==> config.mk <==
export PLATFORM = sky130hd
export DESIGN_NAME = lsu_mem_initiator
export DESIGN_NICKNAME = d
export VERILOG_FILES = /design/src/rtl/lsu_pkg.sv /design/src/rtl/lsu_load_extend.sv /design/src/rtl/lsu_mem_initiator.sv
export SDC_FILE = /design/constraint.sdc
export NUM_CORES = 1
export LEC_CHECK = 0
export ABC_AREA = 1
export BUFFER_PORTS_ARGS = -buffer_cell sky130_fd_sc_hd__buf_2
export CAP_MARGIN = 20
export CELL_PAD_IN_SITES_DETAIL_PLACEMENT = 2
export CELL_PAD_IN_SITES_GLOBAL_PLACEMENT = 2
export CORE_UTILIZATION = 27
export DETAILED_ROUTE_END_ITERATION = 10
export GPL_TIMING_DRIVEN = 0
export MAX_ROUTING_LAYER = met4
export PLACE_DENSITY = 0.94
export REMOVE_ABC_BUFFERS = 1
export SLEW_MARGIN = 10
export SYNTH_ARGS = -nofsm -noshare
export SYNTH_HDL_FRONTEND = slang
export SYNTH_HIERARCHICAL = 1
export SYNTH_SLANG_ARGS = --single-unit
==> constraint.sdc <==
create_clock -name clk -period 2 [get_ports clk]
set_input_delay 0.4 -clock clk [delete_from_list [all_inputs] [get_ports clk]]
set_output_delay 0.4 -clock clk [all_outputs]
set_load 0.05 [all_outputs]
==> src/rtl/lsu_pkg.sv <==
// Shared types and helpers for the load/store initiator.
package lsu_pkg;

  typedef enum logic [1:0] {
    StIdle,
    StAccess,
    StResp
  } lsu_state_e;

  // RV32I load/store funct3 encodings
  localparam logic [2:0] FUNCT3_LB  = 3'b000;
  localparam logic [2:0] FUNCT3_LH  = 3'b001;
  localparam logic [2:0] FUNCT3_LW  = 3'b010;
  localparam logic [2:0] FUNCT3_LBU = 3'b100;
  localparam logic [2:0] FUNCT3_LHU = 3'b101;
  localparam logic [2:0] FUNCT3_SB  = 3'b000;
  localparam logic [2:0] FUNCT3_SH  = 3'b001;
  localparam logic [2:0] FUNCT3_SW  = 3'b010;

  // Number of bytes touched by an access: 1, 2 or 4.
  function automatic logic [2:0] access_bytes(input logic [2:0] funct3);
    case (funct3[1:0])
      2'b00:   return 3'd1;
      2'b01:   return 3'd2;
      default: return 3'd4;
    endcase
  endfunction

  function automatic logic is_misaligned(input logic [1:0] addr_lsb, input logic [2:0] funct3);
    case (funct3[1:0])
      2'b01:   return addr_lsb[0];
      2'b10:   return addr_lsb != 2'b00;
      default: return 1'b0;
    endcase
  endfunction

  function automatic logic is_legal(input logic we, input logic [2:0] funct3);
    if (we) return funct3 inside {FUNCT3_SB, FUNCT3_SH, FUNCT3_SW};
    return funct3 inside {FUNCT3_LB, FUNCT3_LH, FUNCT3_LW, FUNCT3_LBU, FUNCT3_LHU};
  endfunction

endpackage

==> src/rtl/lsu_load_extend.sv <==
// Sign/zero extension of a right-aligned raw load word according to the load funct3.
module lsu_load_extend
  import lsu_pkg::*;
#(
  parameter int unsigned DWIDTH = 32
) (
  input  logic [DWIDTH-1:0] raw_i,
  input  logic [2:0]        funct3_i,
  output logic [DWIDTH-1:0] data_o
);

  // Pick the access size from the LSBs and extend to the full width
  always_comb begin
    data_o = '0;
    case (funct3_i)
      FUNCT3_LB:  data_o = {{(DWIDTH-8){raw_i[7]}}, raw_i[7:0]};
      FUNCT3_LH:  data_o = {{(DWIDTH-16){raw_i[15]}}, raw_i[15:0]};
      FUNCT3_LW:  data_o = raw_i;
      FUNCT3_LBU: data_o = {{(DWIDTH-8){1'b0}}, raw_i[7:0]};
      FUNCT3_LHU: data_o = {{(DWIDTH-16){1'b0}}, raw_i[15:0]};
      default:    data_o = '0;
    endcase
  end

endmodule

==> src/rtl/lsu_mem_initiator.sv <==
// Load/store initiator from the MEM stage to a byte-addressable data memory.
// Memory returns the bytes starting at mem_addr_o in the LSBs of mem_data_i.
// Build option LSU_MISALIGN_SPLIT_EN: misaligned accesses are split into byte
// accesses instead of being rejected with rsp_err_o.
module lsu_mem_initiator
  import lsu_pkg::*;
#(
  parameter int unsigned AWIDTH = 32,
  parameter int unsigned DWIDTH = 32
) (
  input  logic              clk,
  input  logic              rst,
  input  logic              req_valid_i,
  output logic              req_ready_o,
  input  logic              req_we_i,
  input  logic [AWIDTH-1:0] req_addr_i,
  input  logic [DWIDTH-1:0] req_wdata_i,
  input  logic [2:0]        req_funct3_i,
  output logic              rsp_valid_o,
  output logic [DWIDTH-1:0] rsp_rdata_o,
  output logic              rsp_err_o,
  output logic [AWIDTH-1:0] mem_addr_o,
  output logic [DWIDTH-1:0] mem_data_o,
  output logic              mem_read_en_o,
  output logic              mem_write_en_o,
  output logic [2:0]        mem_funct3_o,
  input  logic [DWIDTH-1:0] mem_data_i
);

`ifdef LSU_MISALIGN_SPLIT_EN
  localparam bit SplitEn = 1'b1;
`else
  localparam bit SplitEn = 1'b0;
`endif

  lsu_state_e        state_q, state_d;
  logic [AWIDTH-1:0] addr_q, addr_d;
  logic [DWIDTH-1:0] wdata_q, wdata_d;
  logic [2:0]        funct3_q, funct3_d;
  logic              we_q, we_d;
  logic              split_q, split_d;
  logic [1:0]        k_q, k_d;
  logic [DWIDTH-1:0] acc_q, acc_d;
  logic [DWIDTH-1:0] rsp_rdata_q, rsp_rdata_d;
  logic              rsp_err_q, rsp_err_d;

  logic [1:0]        last_k;
  logic [AWIDTH-1:0] byte_addr;
  logic [7:0]        wbyte;
  logic [DWIDTH-1:0] raw_split;
  logic [DWIDTH-1:0] ext_raw;
  logic [DWIDTH-1:0] ext_data;
  logic              req_mis;

  assign last_k    = 2'(access_bytes(funct3_q) - 3'd1);
  assign byte_addr = addr_q + AWIDTH'(k_q);
  assign wbyte     = wdata_q[{k_q, 3'b000} +: 8];
  assign req_mis   = is_misaligned(req_addr_i[1:0], req_funct3_i);

  // Little-endian assembly: byte k of a split load lands in lane k
  always_comb begin
    raw_split = acc_q;
    raw_split[{k_q, 3'b000} +: 8] = mem_data_i[7:0];
  end

  assign ext_raw = split_q ? raw_split : mem_data_i;

  lsu_load_extend #(
    .DWIDTH(DWIDTH)
  ) u_load_extend (
    .raw_i   (ext_raw),
    .funct3_i(funct3_q),
    .data_o  (ext_data)
  );

  // Next-state, memory port drive and response outputs
  always_comb begin
    state_d        = state_q;
    addr_d         = addr_q;
    wdata_d        = wdata_q;
    funct3_d       = funct3_q;
    we_d           = we_q;
    split_d        = split_q;
    k_d            = k_q;
    acc_d          = acc_q;
    rsp_rdata_d    = rsp_rdata_q;
    rsp_err_d      = rsp_err_q;
    req_ready_o    = 1'b0;
    rsp_valid_o    = 1'b0;
    mem_addr_o     = '0;
    mem_data_o     = '0;
    mem_read_en_o  = 1'b0;
    mem_write_en_o = 1'b0;
    mem_funct3_o   = '0;

    unique case (state_q)
      StIdle: begin
        req_ready_o = 1'b1;
        if (req_valid_i) begin
          addr_d   = req_addr_i;
          wdata_d  = req_wdata_i;
          funct3_d = req_funct3_i;
          we_d     = req_we_i;
          split_d  = req_mis && SplitEn;
          k_d      = 2'd0;
          acc_d    = '0;
          if (!is_legal(req_we_i, req_funct3_i) || (req_mis && !SplitEn)) begin
            // Rejected without touching memory
            state_d     = StResp;
            rsp_err_d   = 1'b1;
            rsp_rdata_d = '0;
          end else begin
            state_d = StAccess;
          end
        end
      end
      StAccess: begin
        mem_read_en_o  = ~we_q;
        mem_write_en_o = we_q;
        if (split_q) begin
          mem_addr_o   = byte_addr;
          mem_funct3_o = we_q ? FUNCT3_SB : FUNCT3_LBU;
          mem_data_o   = {{(DWIDTH-8){1'b0}}, wbyte};
        end else begin
          mem_addr_o   = addr_q;
          mem_funct3_o = funct3_q;
          mem_data_o   = wdata_q;
        end
        if (split_q && (k_q != last_k)) begin
          k_d   = k_q + 2'd1;
          acc_d = raw_split;
        end else begin
          state_d     = StResp;
          rsp_err_d   = 1'b0;
          rsp_rdata_d = we_q ? '0 : ext_data;
        end
      end
      StResp: begin
        rsp_valid_o = 1'b1;
        state_d     = StIdle;
      end
      default: state_d = StIdle;
    endcase

    // Quiet the ports during the reset cycle itself
    if (rst) begin
      req_ready_o    = 1'b0;
      rsp_valid_o    = 1'b0;
      mem_addr_o     = '0;
      mem_data_o     = '0;
      mem_read_en_o  = 1'b0;
      mem_write_en_o = 1'b0;
      mem_funct3_o   = '0;
    end
  end

  assign rsp_rdata_o = rsp_rdata_q;
  assign rsp_err_o   = rsp_err_q;

  // State and request registers, synchronous reset
  always_ff @(posedge clk) begin
    if (rst) begin
      state_q     <= StIdle;
      addr_q      <= '0;
      wdata_q     <= '0;
      funct3_q    <= '0;
      we_q        <= 1'b0;
      split_q     <= 1'b0;
      k_q         <= 2'd0;
      acc_q       <= '0;
      rsp_rdata_q <= '0;
      rsp_err_q   <= 1'b0;
    end else begin
      state_q     <= state_d;
      addr_q      <= addr_d;
      wdata_q     <= wdata_d;
      funct3_q    <= funct3_d;
      we_q        <= we_d;
      split_q     <= split_d;
      k_q         <= k_d;
      acc_q       <= acc_d;
      rsp_rdata_q <= rsp_rdata_d;
      rsp_err_q   <= rsp_err_d;
    end
  end

endmodule

==> flow_summary.json <==
{
  "synth_mux_area_frac": 0,
  "synth_area_leader_cell": "dfxtp_1",
  "gp_congestion": 0.722,
  "routed_via_density": 4.88,
  "cts-root-buf": "clkbuf_16",
  "ys_seq_area_frac": 0.422,
  "critPathCaptureType": "primary output",
  "overflow": 0,
  "die_width_um": 137,
  "core_area_um2": 17500,
  "dr.pass1.iters": 4,
  "detail_route.iter0.violations": 250,
  "yosys_warnings": 6,
  "post-dp-hpwl_um": 12200,
  "leakagePower_nw": 3.21,
  "dp_cells": 1048,
  "clk_path_buf_depth": 2,
  "layout_commonest_cell": "buf_2",
  "clock_latency_ns": 0.34,
  "synth-seq-cells": 103,
  "synth_top_area_share": 0.422,
  "antenna_left": 0,
  "required_ns": 1.60,
  "reg2reg_to": "wdata_q[23]$_SDFFE_PP0P_",
  "hold_depth": 3,
  "grt_pass1_wl_um": 30200,
  "syn_avg_cell_area_um2": 7.29,
  "synth-xor-area-share": 0,
  "period_share": 0.974,
  "drv_cap": 0,
  "cp_data_arrival_time_ns": 1.55,
  "startpoint_type": "flop",
  "drt_drc_violations_left": 0,
  "antenna_found_initial": 3,
  "rr_startpoint": "state_q[0]$_SDFFE_PP0P_",
  "synth_area_um2": 4890,
  "vias": 5262,
  "ios": 207,
  "min_period_ns": 1.95,
  "synthCells": 670,
  "dieArea_um2": 18600,
  "synth_top_family_by_area": "simple AND/OR/NAND/NOR gates",
  "die_y_um": 137,
  "h-tree-depth": 3,
  "fin_nets": 952,
  "io_buffer_count": 206,
  "crit_start": "state_q[1]$_SDFFE_PP0P_",
  "r2r_cells": 5,
  "synth_cell_types": 28,
  "hold_viol": 0,
  "rsz0062_at_grt": "yes",
  "synth-simple-area-share": 0.251,
  "cts_buffers": 9,
  "synth-compound-area-share": 0.161,
  "crit_end": "mem_addr_o[18]",
  "r2r_slack_ns": 0.23,
  "fin_ws_ns": 0.0522,
  "setup_viol": 0,
  "cts.clk_slew.worst_paths_ns": 0.07,
  "area_growth_pct": 37.1,
  "numClockSinks": 103,
  "synth_adder_area_share": 0.00768,
  "power_density_nw_per_um2": 813,
  "critPathMaxFanout": 18,
  "fin_skew_ns": 0.00563,
  "initial_utilization": 0.280,
  "routedWlPerCell_um": 18.7,
  "grt.total_usage": 0.221,
  "dp_slack_ns": -0.859,
  "max_slew_margin": 0.532,
  "hp-class": "input port to flop",
  "mostFrequentLayoutCells": "139 x buf_2, 101 x inv_1, 100 x dfxtp_1",
  "grt_pass1_vias": 5502,
  "totalWireLength_um": 20200,
  "worst_pin_slew_ns": 0.702,
  "critPathKind": "flop to primary output",
  "final_cells": 1079,
  "tns_ns": 0,
  "drive_gt1_frac": 0.325,
  "grt_start_max_net_pins": 89,
  "yosys-top-cells-area": "dfxtp_1 42%, inv_1 7.8%, a21oi_1 7.5%, nor3_1 7.1%, o21ai_1 6.2%",
  "rows": 48,
  "peakVddDrop_uv": 399,
  "tritoncts": "built",
  "status": "finished, final reports clean",
  "timing.fmax_mhz": 513,
  "drv_slew": 0
}
routing by layer:
metal  global-route usage  part of all wire  routed length [um]  up-vias
li1                     -                 -                   -     2527
met1                0.259              0.44                8770     2591
met2                0.383              0.51               10300      116
met3               0.0237             0.028                 564       28
met4               0.0932             0.026                 533        0
met5                    -                 0                   0        -
sequential cells by signal, summed over array words and instances (netlist names):
| name | cells |
|---|---|
| state_q | 2 |
| we_q | 1 |
| rsp_rdata_o | 32 |
| funct3_q | 3 |
| rsp_err_o | 1 |
| wdata_q | 32 |
| addr_q | 32 |
cell type report:
class / instances / area (um2)
Antenna cell: 4 / 10.0
Clock buffer: 9 / 225
Clock inverter: 6 / 110
Fill cell: 2047 / 10800
Inverter: 105 / 420
Multi-Input combinational cell: 411 / 2180
Sequential cell: 103 / 2070
Tap cell: 225 / 282
Timing Repair Buffer: 215 / 1390
Timing Repair inverter: 1 / 6.26
cell families (layout without fill, tap and decap cells):
family                   count (synthesis)  in the layout
AND/OR/NAND/NOR                        250            254
adder cells (fa/ha/maj)                  3              3
buffers and inverters                  160            336
AO/OA/AOI/OAI                          154            154
flip-flops                             103            103
other                                    0              4
how the worst min path moves through the flow:
stage                                    end                      from
finish                addr_q[4]$_SDFFE_PP0P_             req_addr_i[4]
global route         wdata_q[5]$_SDFFE_PP0P_            req_wdata_i[5]
CTS                   addr_q[4]$_SDFFE_PP0P_             req_addr_i[4]
detailed placement  wdata_q[21]$_SDFFE_PP0P_  wdata_q[21]$_SDFFE_PP0P_
global placement    wdata_q[13]$_SDFFE_PP0P_  wdata_q[13]$_SDFFE_PP0P_
floorplan            wdata_q[0]$_SDFFE_PP0P_   wdata_q[0]$_SDFFE_PP0P_
worst max-delay path, stage by stage, from the launching register on:
cell,delay (ns)
dfxtp_1,0.34
clkinvlp_4,0.08
buf_4,0.16
nand2_8,0.14
nor3_1,0.19
clkbuf_4,0.27
synth_stat cells:
library cell  instances
nand3_2              10
nor2_4                5
clkbuf_1             13
nor2_1               37
inv_2                 2
nor3_1               69
o21ai_1              61
nand2_1              73
buf_1                 2
buf_4                 5
nand2_2               1
nand3_4               1
inv_4                 1
buf_2                19
ha_1                  3
o21ai_0              15
inv_1               102
nor3_2                1
nand3_1              49
nand4_1               1
a21oi_1              73
nand2_4               2
buf_8                 1
nor2_2                1
buf_6                15
o21a_1                1
dfxtp_1             103
a21oi_2               4
per-stage QoR:
step / power [mW] / hold WS [ns] / utilization / cell area [um2]
2_1_floorplan: 2.98 / 0.433 / - / 4510
6_report: 5.45 / 0.317 / 0.383 / 6700
5_1_grt: 5.70 / 0.316 / 0.383 / 6700
4_1_cts: 5.52 / 0.295 / 0.379 / 6620
3_5_place_dp: 3.35 / 0.448 / 0.338 / 5900
3_3_place_gp: 3.28 / 0.440 / 0.333 / 5830
power by group:
group / leakage, nW / switching (mW) / internal (mW)
Clock: 0.158 / 0.821 / 1.22
Combinational: 2.20 / 0.771 / 0.351
Sequential: 0.850 / 0.0819 / 2.21
Total: 3.21 / 1.67 / 3.77
what timing repair did:
action,CTS,global route
setup endpoints to repair,104,61
buffers inserted,4,0
hold endpoints to repair,0,0
hold buffers,0,0
resized for setup,71,33
gates cloned,8,0
pin swaps,3,0
No activity file was read; power rests on OpenSTA's default activity.
